==> config.mk <==
export PLATFORM = sky130hd
export DESIGN_NAME = intc_prio_arbiter
export DESIGN_NICKNAME = d
export VERILOG_FILES = /design/src/rtl/intc_prio_arbiter.sv
export SDC_FILE = /design/constraint.sdc
export NUM_CORES = 1
export LEC_CHECK = 0
export ABC_AREA = 1
export BUFFER_PORTS_ARGS = -buffer_cell sky130_fd_sc_hd__buf_4
export CAP_MARGIN = 20
export CORE_ASPECT_RATIO = 0.9
export CORE_MARGIN = 3
export CORE_UTILIZATION = 55
export DETAILED_ROUTE_END_ITERATION = 6
export PLACE_DENSITY = 0.79
export SLEW_MARGIN = 25
export SYNTH_ARGS = -nofsm -noshare
export SYNTH_HDL_FRONTEND = slang
export SYNTH_SLANG_ARGS = --single-unit
==> constraint.sdc <==
create_clock -name clk -period 3.2 [get_ports clk]
set_input_delay 0.48 -clock clk [delete_from_list [all_inputs] [get_ports clk]]
set_output_delay 0.48 -clock clk [all_outputs]
set_load 0.005 [all_outputs]
==> src/rtl/intc_prio_arbiter.sv <==
// Clocked interrupt priority arbiter: latches requests from NUM_BUS x NUM_CHAN
// sources, masks them per channel and presents one winner on a valid/ack handshake.
module intc_prio_arbiter #(
    parameter int NUM_CHAN  = 9,
    parameter int NUM_BUS   = 3,
    parameter int EDGE_MODE = 1,
    parameter int CHAN_W    = 4,
    parameter int BUS_W     = 2
) (
    input  logic                        clk,
    input  logic                        rst_n,
    input  logic [NUM_BUS*NUM_CHAN-1:0] req_i,
    input  logic [NUM_CHAN-1:0]         chan_en_i,
    input  logic                        irq_ack_i,
    output logic                        irq_valid_o,
    output logic [BUS_W-1:0]            irq_bus_o,
    output logic [CHAN_W-1:0]           irq_chan_o,
    output logic [NUM_BUS-1:0]          bus_active_o
);

    localparam int NUM_SRC = NUM_BUS * NUM_CHAN;

    typedef enum logic [0:0] {
        ST_IDLE  = 1'b0,
        ST_GRANT = 1'b1
    } state_t;

    state_t                state_r;
    state_t                state_nxt_s;
    logic [NUM_SRC-1:0]    req_q_r;
    logic [NUM_SRC-1:0]    pend_r;
    logic [NUM_SRC-1:0]    pend_nxt_s;
    logic [NUM_SRC-1:0]    elig_s;
    logic [NUM_SRC-1:0]    clr_s;
    logic [NUM_BUS-1:0]    bus_active_s;
    logic [NUM_BUS-1:0]    bus_active_r;
    logic                  win_found_s;
    logic [BUS_W-1:0]      win_bus_s;
    logic [CHAN_W-1:0]     win_chan_s;
    logic                  irq_valid_r;
    logic                  valid_nxt_s;
    logic [BUS_W-1:0]      irq_bus_r;
    logic [BUS_W-1:0]      bus_nxt_s;
    logic [CHAN_W-1:0]     irq_chan_r;
    logic [CHAN_W-1:0]     chan_nxt_s;
    logic                  ack_clear_s;

    // Eligibility: pending bits gated by the shared channel enable, plus per-bus OR.
    always_comb begin
        elig_s       = '0;
        bus_active_s = '0;
        for (int b = 0; b < NUM_BUS; b++) begin
            for (int c = 0; c < NUM_CHAN; c++) begin
                elig_s[b*NUM_CHAN+c] = pend_r[b*NUM_CHAN+c] & chan_en_i[c];
                bus_active_s[b]      = bus_active_s[b] | elig_s[b*NUM_CHAN+c];
            end
        end
    end

    // Fixed priority: the first eligible source in bus-then-channel order wins.
    always_comb begin
        win_found_s = 1'b0;
        win_bus_s   = '0;
        win_chan_s  = '0;
        for (int b = 0; b < NUM_BUS; b++) begin
            for (int c = 0; c < NUM_CHAN; c++) begin
                if (elig_s[b*NUM_CHAN+c] && !win_found_s) begin
                    win_found_s = 1'b1;
                    win_bus_s   = BUS_W'(b);
                    win_chan_s  = CHAN_W'(c);
                end else begin
                    win_found_s = win_found_s;
                end
            end
        end
    end

    // Handshake FSM: latch a winner in IDLE, hold it in GRANT until acknowledged.
    always_comb begin
        state_nxt_s = state_r;
        valid_nxt_s = irq_valid_r;
        bus_nxt_s   = irq_bus_r;
        chan_nxt_s  = irq_chan_r;
        ack_clear_s = 1'b0;
        case (state_r)
            ST_IDLE: begin
                if (win_found_s) begin
                    state_nxt_s = ST_GRANT;
                    valid_nxt_s = 1'b1;
                    bus_nxt_s   = win_bus_s;
                    chan_nxt_s  = win_chan_s;
                end else begin
                    valid_nxt_s = 1'b0;
                end
            end
            ST_GRANT: begin
                if (irq_ack_i) begin
                    state_nxt_s = ST_IDLE;
                    valid_nxt_s = 1'b0;
                    ack_clear_s = 1'b1;
                end else begin
                    valid_nxt_s = 1'b1;
                end
            end
            default: begin
                state_nxt_s = ST_IDLE;
                valid_nxt_s = 1'b0;
            end
        endcase
    end

    // Acknowledge clears only the source currently presented.
    always_comb begin
        clr_s = '0;
        for (int b = 0; b < NUM_BUS; b++) begin
            for (int c = 0; c < NUM_CHAN; c++) begin
                clr_s[b*NUM_CHAN+c] = ack_clear_s && (irq_bus_r == BUS_W'(b)) &&
                                      (irq_chan_r == CHAN_W'(c));
            end
        end
    end

    // Pending update: a new edge beats a simultaneous ack clear; level mode just samples.
    always_comb begin
        if (EDGE_MODE != 0) begin
            pend_nxt_s = (pend_r & ~clr_s) | (req_i & ~req_q_r);
        end else begin
            pend_nxt_s = req_i;
        end
    end

    // State and output registers.
    always_ff @(posedge clk or negedge rst_n) begin
        if (!rst_n) begin
            state_r      <= ST_IDLE;
            req_q_r      <= '0;
            pend_r       <= '0;
            bus_active_r <= '0;
            irq_valid_r  <= 1'b0;
            irq_bus_r    <= '0;
            irq_chan_r   <= '0;
        end else begin
            state_r      <= state_nxt_s;
            req_q_r      <= req_i;
            pend_r       <= pend_nxt_s;
            bus_active_r <= bus_active_s;
            irq_valid_r  <= valid_nxt_s;
            irq_bus_r    <= bus_nxt_s;
            irq_chan_r   <= chan_nxt_s;
        end
    end

    assign irq_valid_o  = irq_valid_r;
    assign irq_bus_o    = irq_bus_r;
    assign irq_chan_o   = irq_chan_r;
    assign bus_active_o = bus_active_r;

endmodule

==> results.py <==
metrics = {
    "setup_path": {
        "required_ns": 3.44,
        "cp_top_family": "simple AND/OR/NAND/NOR gates",
        "path_buf_inv": 1,
        "crit_chain": "nand2_1 -> nand2_2 -> nor2_4 -> nand3_2 -> nor2_4 -> nand4_4 -> nor2_8 -> nand3_2 -> nand2_2 -> inv_2 -> nand2_1 -> o21ai_2",
        "cp_slowest_cell": "dfrtp_1",
        "cp.arrival_ns": 2.19,
        "cp-start-kind": "flop",
        "cp-end-kind": "flop",
        "cpPeakStageDelay_ns": 0.40,
        "crit_type": "flop to flop",
        "path_max_fanout": 11,
    },
    "placed_design": {
        "globalplace.congestion": 0.873,
        "hpwlAfterDp_um": 4960,
        "port_buffers": 48,
        "dpl-instance-area_um2": 3220,
        "place_worst_setup_slack_ns": 1.06,
    },
    "die": {
        "io_pins": 49,
        "core-area_um2": 4660,
        "start_util": 0.598,
        "die_y_um": 73.6,
        "die-area_um2": 5960,
        "core.rowCount": 23,
        "die_w_um": 81.1,
    },
    "global_routing": {
        "grt_pass1_wl_um": 10800,
        "antenna_found_initial": 0,
        "grt_use_total": 0.249,
        "grt_pass1_vias": 2240,
        "grt_start_max_net_pins": 65,
        "grt-ovfl-total": 0,
    },
    "logic_synthesis": {
        "synth.net_count": 342,
        "ys.flop_type": "dfrtp_1",
        "synth_most_common_cell": "dfrtp_1",
        "synth_area_um2": 2790,
        "synth_top_area_share": 0.574,
        "synth.yosys.warnings": 0,
        "synth.area.top_cells": "dfrtp_1 57%, o21ai_0 11%, inv_1 6.6%",
        "ys_ff_latch": 64,
        "yosys.area.top_type": "dfrtp_1",
        "ys_top_cells_by_count": "64 x dfrtp_1, 59 x o21ai_0, 49 x inv_1, 45 x nand2_1, 20 x nand3_1",
        "seq_area_frac_synth": 0.574,
        "async_flop_share": 1.00,
        "synth.avg_cell_area_um2": 9.20,
        "syn_inst": 303,
        "synth_cell_types": 24,
        "synth_edf_count": 0,
    },
    "power_and_ir_drop": {
        "p_sw_w": 0.000692,
        "static-leakage-power_nw": 1.65,
        "comb_power_share": 0.194,
        "intPower_w": 0.00148,
        "powerDensity_nw_per_um2": 631,
        "p_clk_frac": 0.364,
        "p_sw_frac": 0.319,
        "p_total_w": 0.00217,
        "irDropWorstVdd_mv": 0.487,
        "seq_power_share": 0.443,
    },
    "cells_and_area": {
        "seq_area_um2": 1600,
        "n_antenna_cell": 0,
        "fin_area_um2": 3440,
        "num-fill-cells": 348,
        "syn_to_final_growth_pct": 23.4,
        "fin_nets": 400,
        "multi_input_area_um2": 985,
        "drive_gt1_frac": 0.240,
    },
    "sta": {
        "finalClockSkew_ns": 0.00847,
        "fin_crit_sh": 0.608,
        "setup_violations": 0,
        "final.setup.tns_ns": 0,
        "final.setup.worst_slack_ns": 1.25,
        "slew_violations": 0,
        "rsz0062_at_grt": "false",
        "tightest_slew_ns": 0.774,
        "relSlewSlack": 0.484,
        "fin_crit_ns": 1.95,
        "max_freq_mhz": 514,
        "hold_viol_final": 0,
    },
    "clocking": {
        "clock_tree.root_cell": "clkbuf_8",
        "cts_hold_buf": 0,
        "cts_setup_buffers": 0,
        "clk_latency_ns": 0.35,
        "cts_resized": 0,
        "htreeDepth": 3,
        "clock_sinks": 64,
        "cts_tree": "done",
        "path_clk_slew_ns": 0.08,
        "cts_buffers": 9,
        "cts_buffer_depth": 2,
    },
    "detailed_routing": {
        "drc": 0,
        "drtIter0Drc": 158,
        "wl_per_cell_um": 15.6,
        "drt_wl_total_um": 6670,
        "routed-via-count": 2317,
        "dr.pass1.iters": 4,
        "ant_nets": 0,
        "vias_per_cell": 5.41,
    },
    "status": {
        "status": "completed",
    },
    "min_path": {
        "hp-class": "input port to asynchronous set/reset pin",
    },
    "run": {
        "max_cap_viol_count": 0,
    },
}
==> sequential cells by signal, summed over array words and instances (netlist names) <==
register	count
irq_bus_o	2
irq_valid_o	1
pend_r	27
bus_active_o	3
irq_chan_o	4
req_q_r	27
==> routing by layer <==
metal,vias up,global-route usage,routed length [µm]
met5,-,0,0
met2,69,0.383,3080
met4,0,0.0844,79
met3,7,0.0637,484
met1,1120,0.346,3030
li1,1121,-,-
==> path summary, 6_finish.rpt <==
path                       cells past startpoint           end        from  slack (ns)
setup reg to reg                              12  irq_bus_o[1]   pend_r[9]        1.25
hold / removal                                 1   req_q_r[12]       rst_n        0.21
hold reg to reg                                1     pend_r[6]  req_q_r[6]        0.42
min in group clk                               1   req_q_r[18]   req_i[18]        0.24
setup / recovery                              12  irq_bus_o[1]   pend_r[9]        1.25
max in group asynchronous                      1   req_q_r[25]       rst_n        2.48
==> layout make-up <==
class | instances | area share
Inverter | 51 | 0.0556
Timing Repair Buffer | 48 | 0.105
Tap cell | 62 | 0.0225
Multi-Input combinational cell | 187 | 0.286
Sequential cell | 64 | 0.465
Clock buffer | 9 | 0.0360
Clock inverter | 7 | 0.0298
==> through the flow <==
stage	std cells	util	hold slack [ns]
6_report	428	0.738	0.210
5_1_grt	428	0.738	0.227
4_1_cts	428	0.738	0.231
3_5_place_dp	412	0.690	0.407
3_3_place_gp	412	0.690	0.403
2_1_floorplan	303	-	0.184
==> layout by cell type, fill, tap and decap left out, drive strengths merged <==
cell type	Yosys	layout
a21oi	4	4
a311oi	1	1
a31o	1	1
a31oi	1	1
buf	1	48
bufinv	0	2
clkbuf	0	9
clkinv	0	1
clkinvlp	0	1
dfrtp	64	64
inv	51	54
nand2	51	51
nand3	22	22
nand4	14	14
nor2	23	23
nor3	3	3
nor3b	1	1
o211ai	1	1
o21ai	65	65
==> power groups by stage <==
stage,sequential (W),clock [W],combinational [W]
after floorplan,0.000949,0,0.000248
after global placement,0.000972,0,0.000410
after detailed placement,0.000971,0,0.000422
after CTS,0.000958,0.000796,0.000422
after global routing,0.000969,0.000836,0.000474
final,0.000962,0.000790,0.000421
==> cells by family (layout without fill, tap and decap cells) <==
kind of cell           after synthesis  in the layout  synth area share
and+or+nand+nor                    114            114             0.210
AOI/OAI and AO/OA                   73             73             0.143
DFF                                 64             64             0.574
buffers and inverters               52            115            0.0727
==> worst register-to-register path, stage by stage, from the launching register on <==
cell	delay [ns]
dfrtp_1	0.40
nand2_1	0.14
nand2_2	0.08
nor2_4	0.12
nand3_2	0.11
nor2_4	0.19
nand4_4	0.18
nor2_8	0.17
nand3_2	0.08
nand2_2	0.10
inv_2	0.11
nand2_1	0.12
o21ai_2	0.05
(Power assumes the default switching activity.)
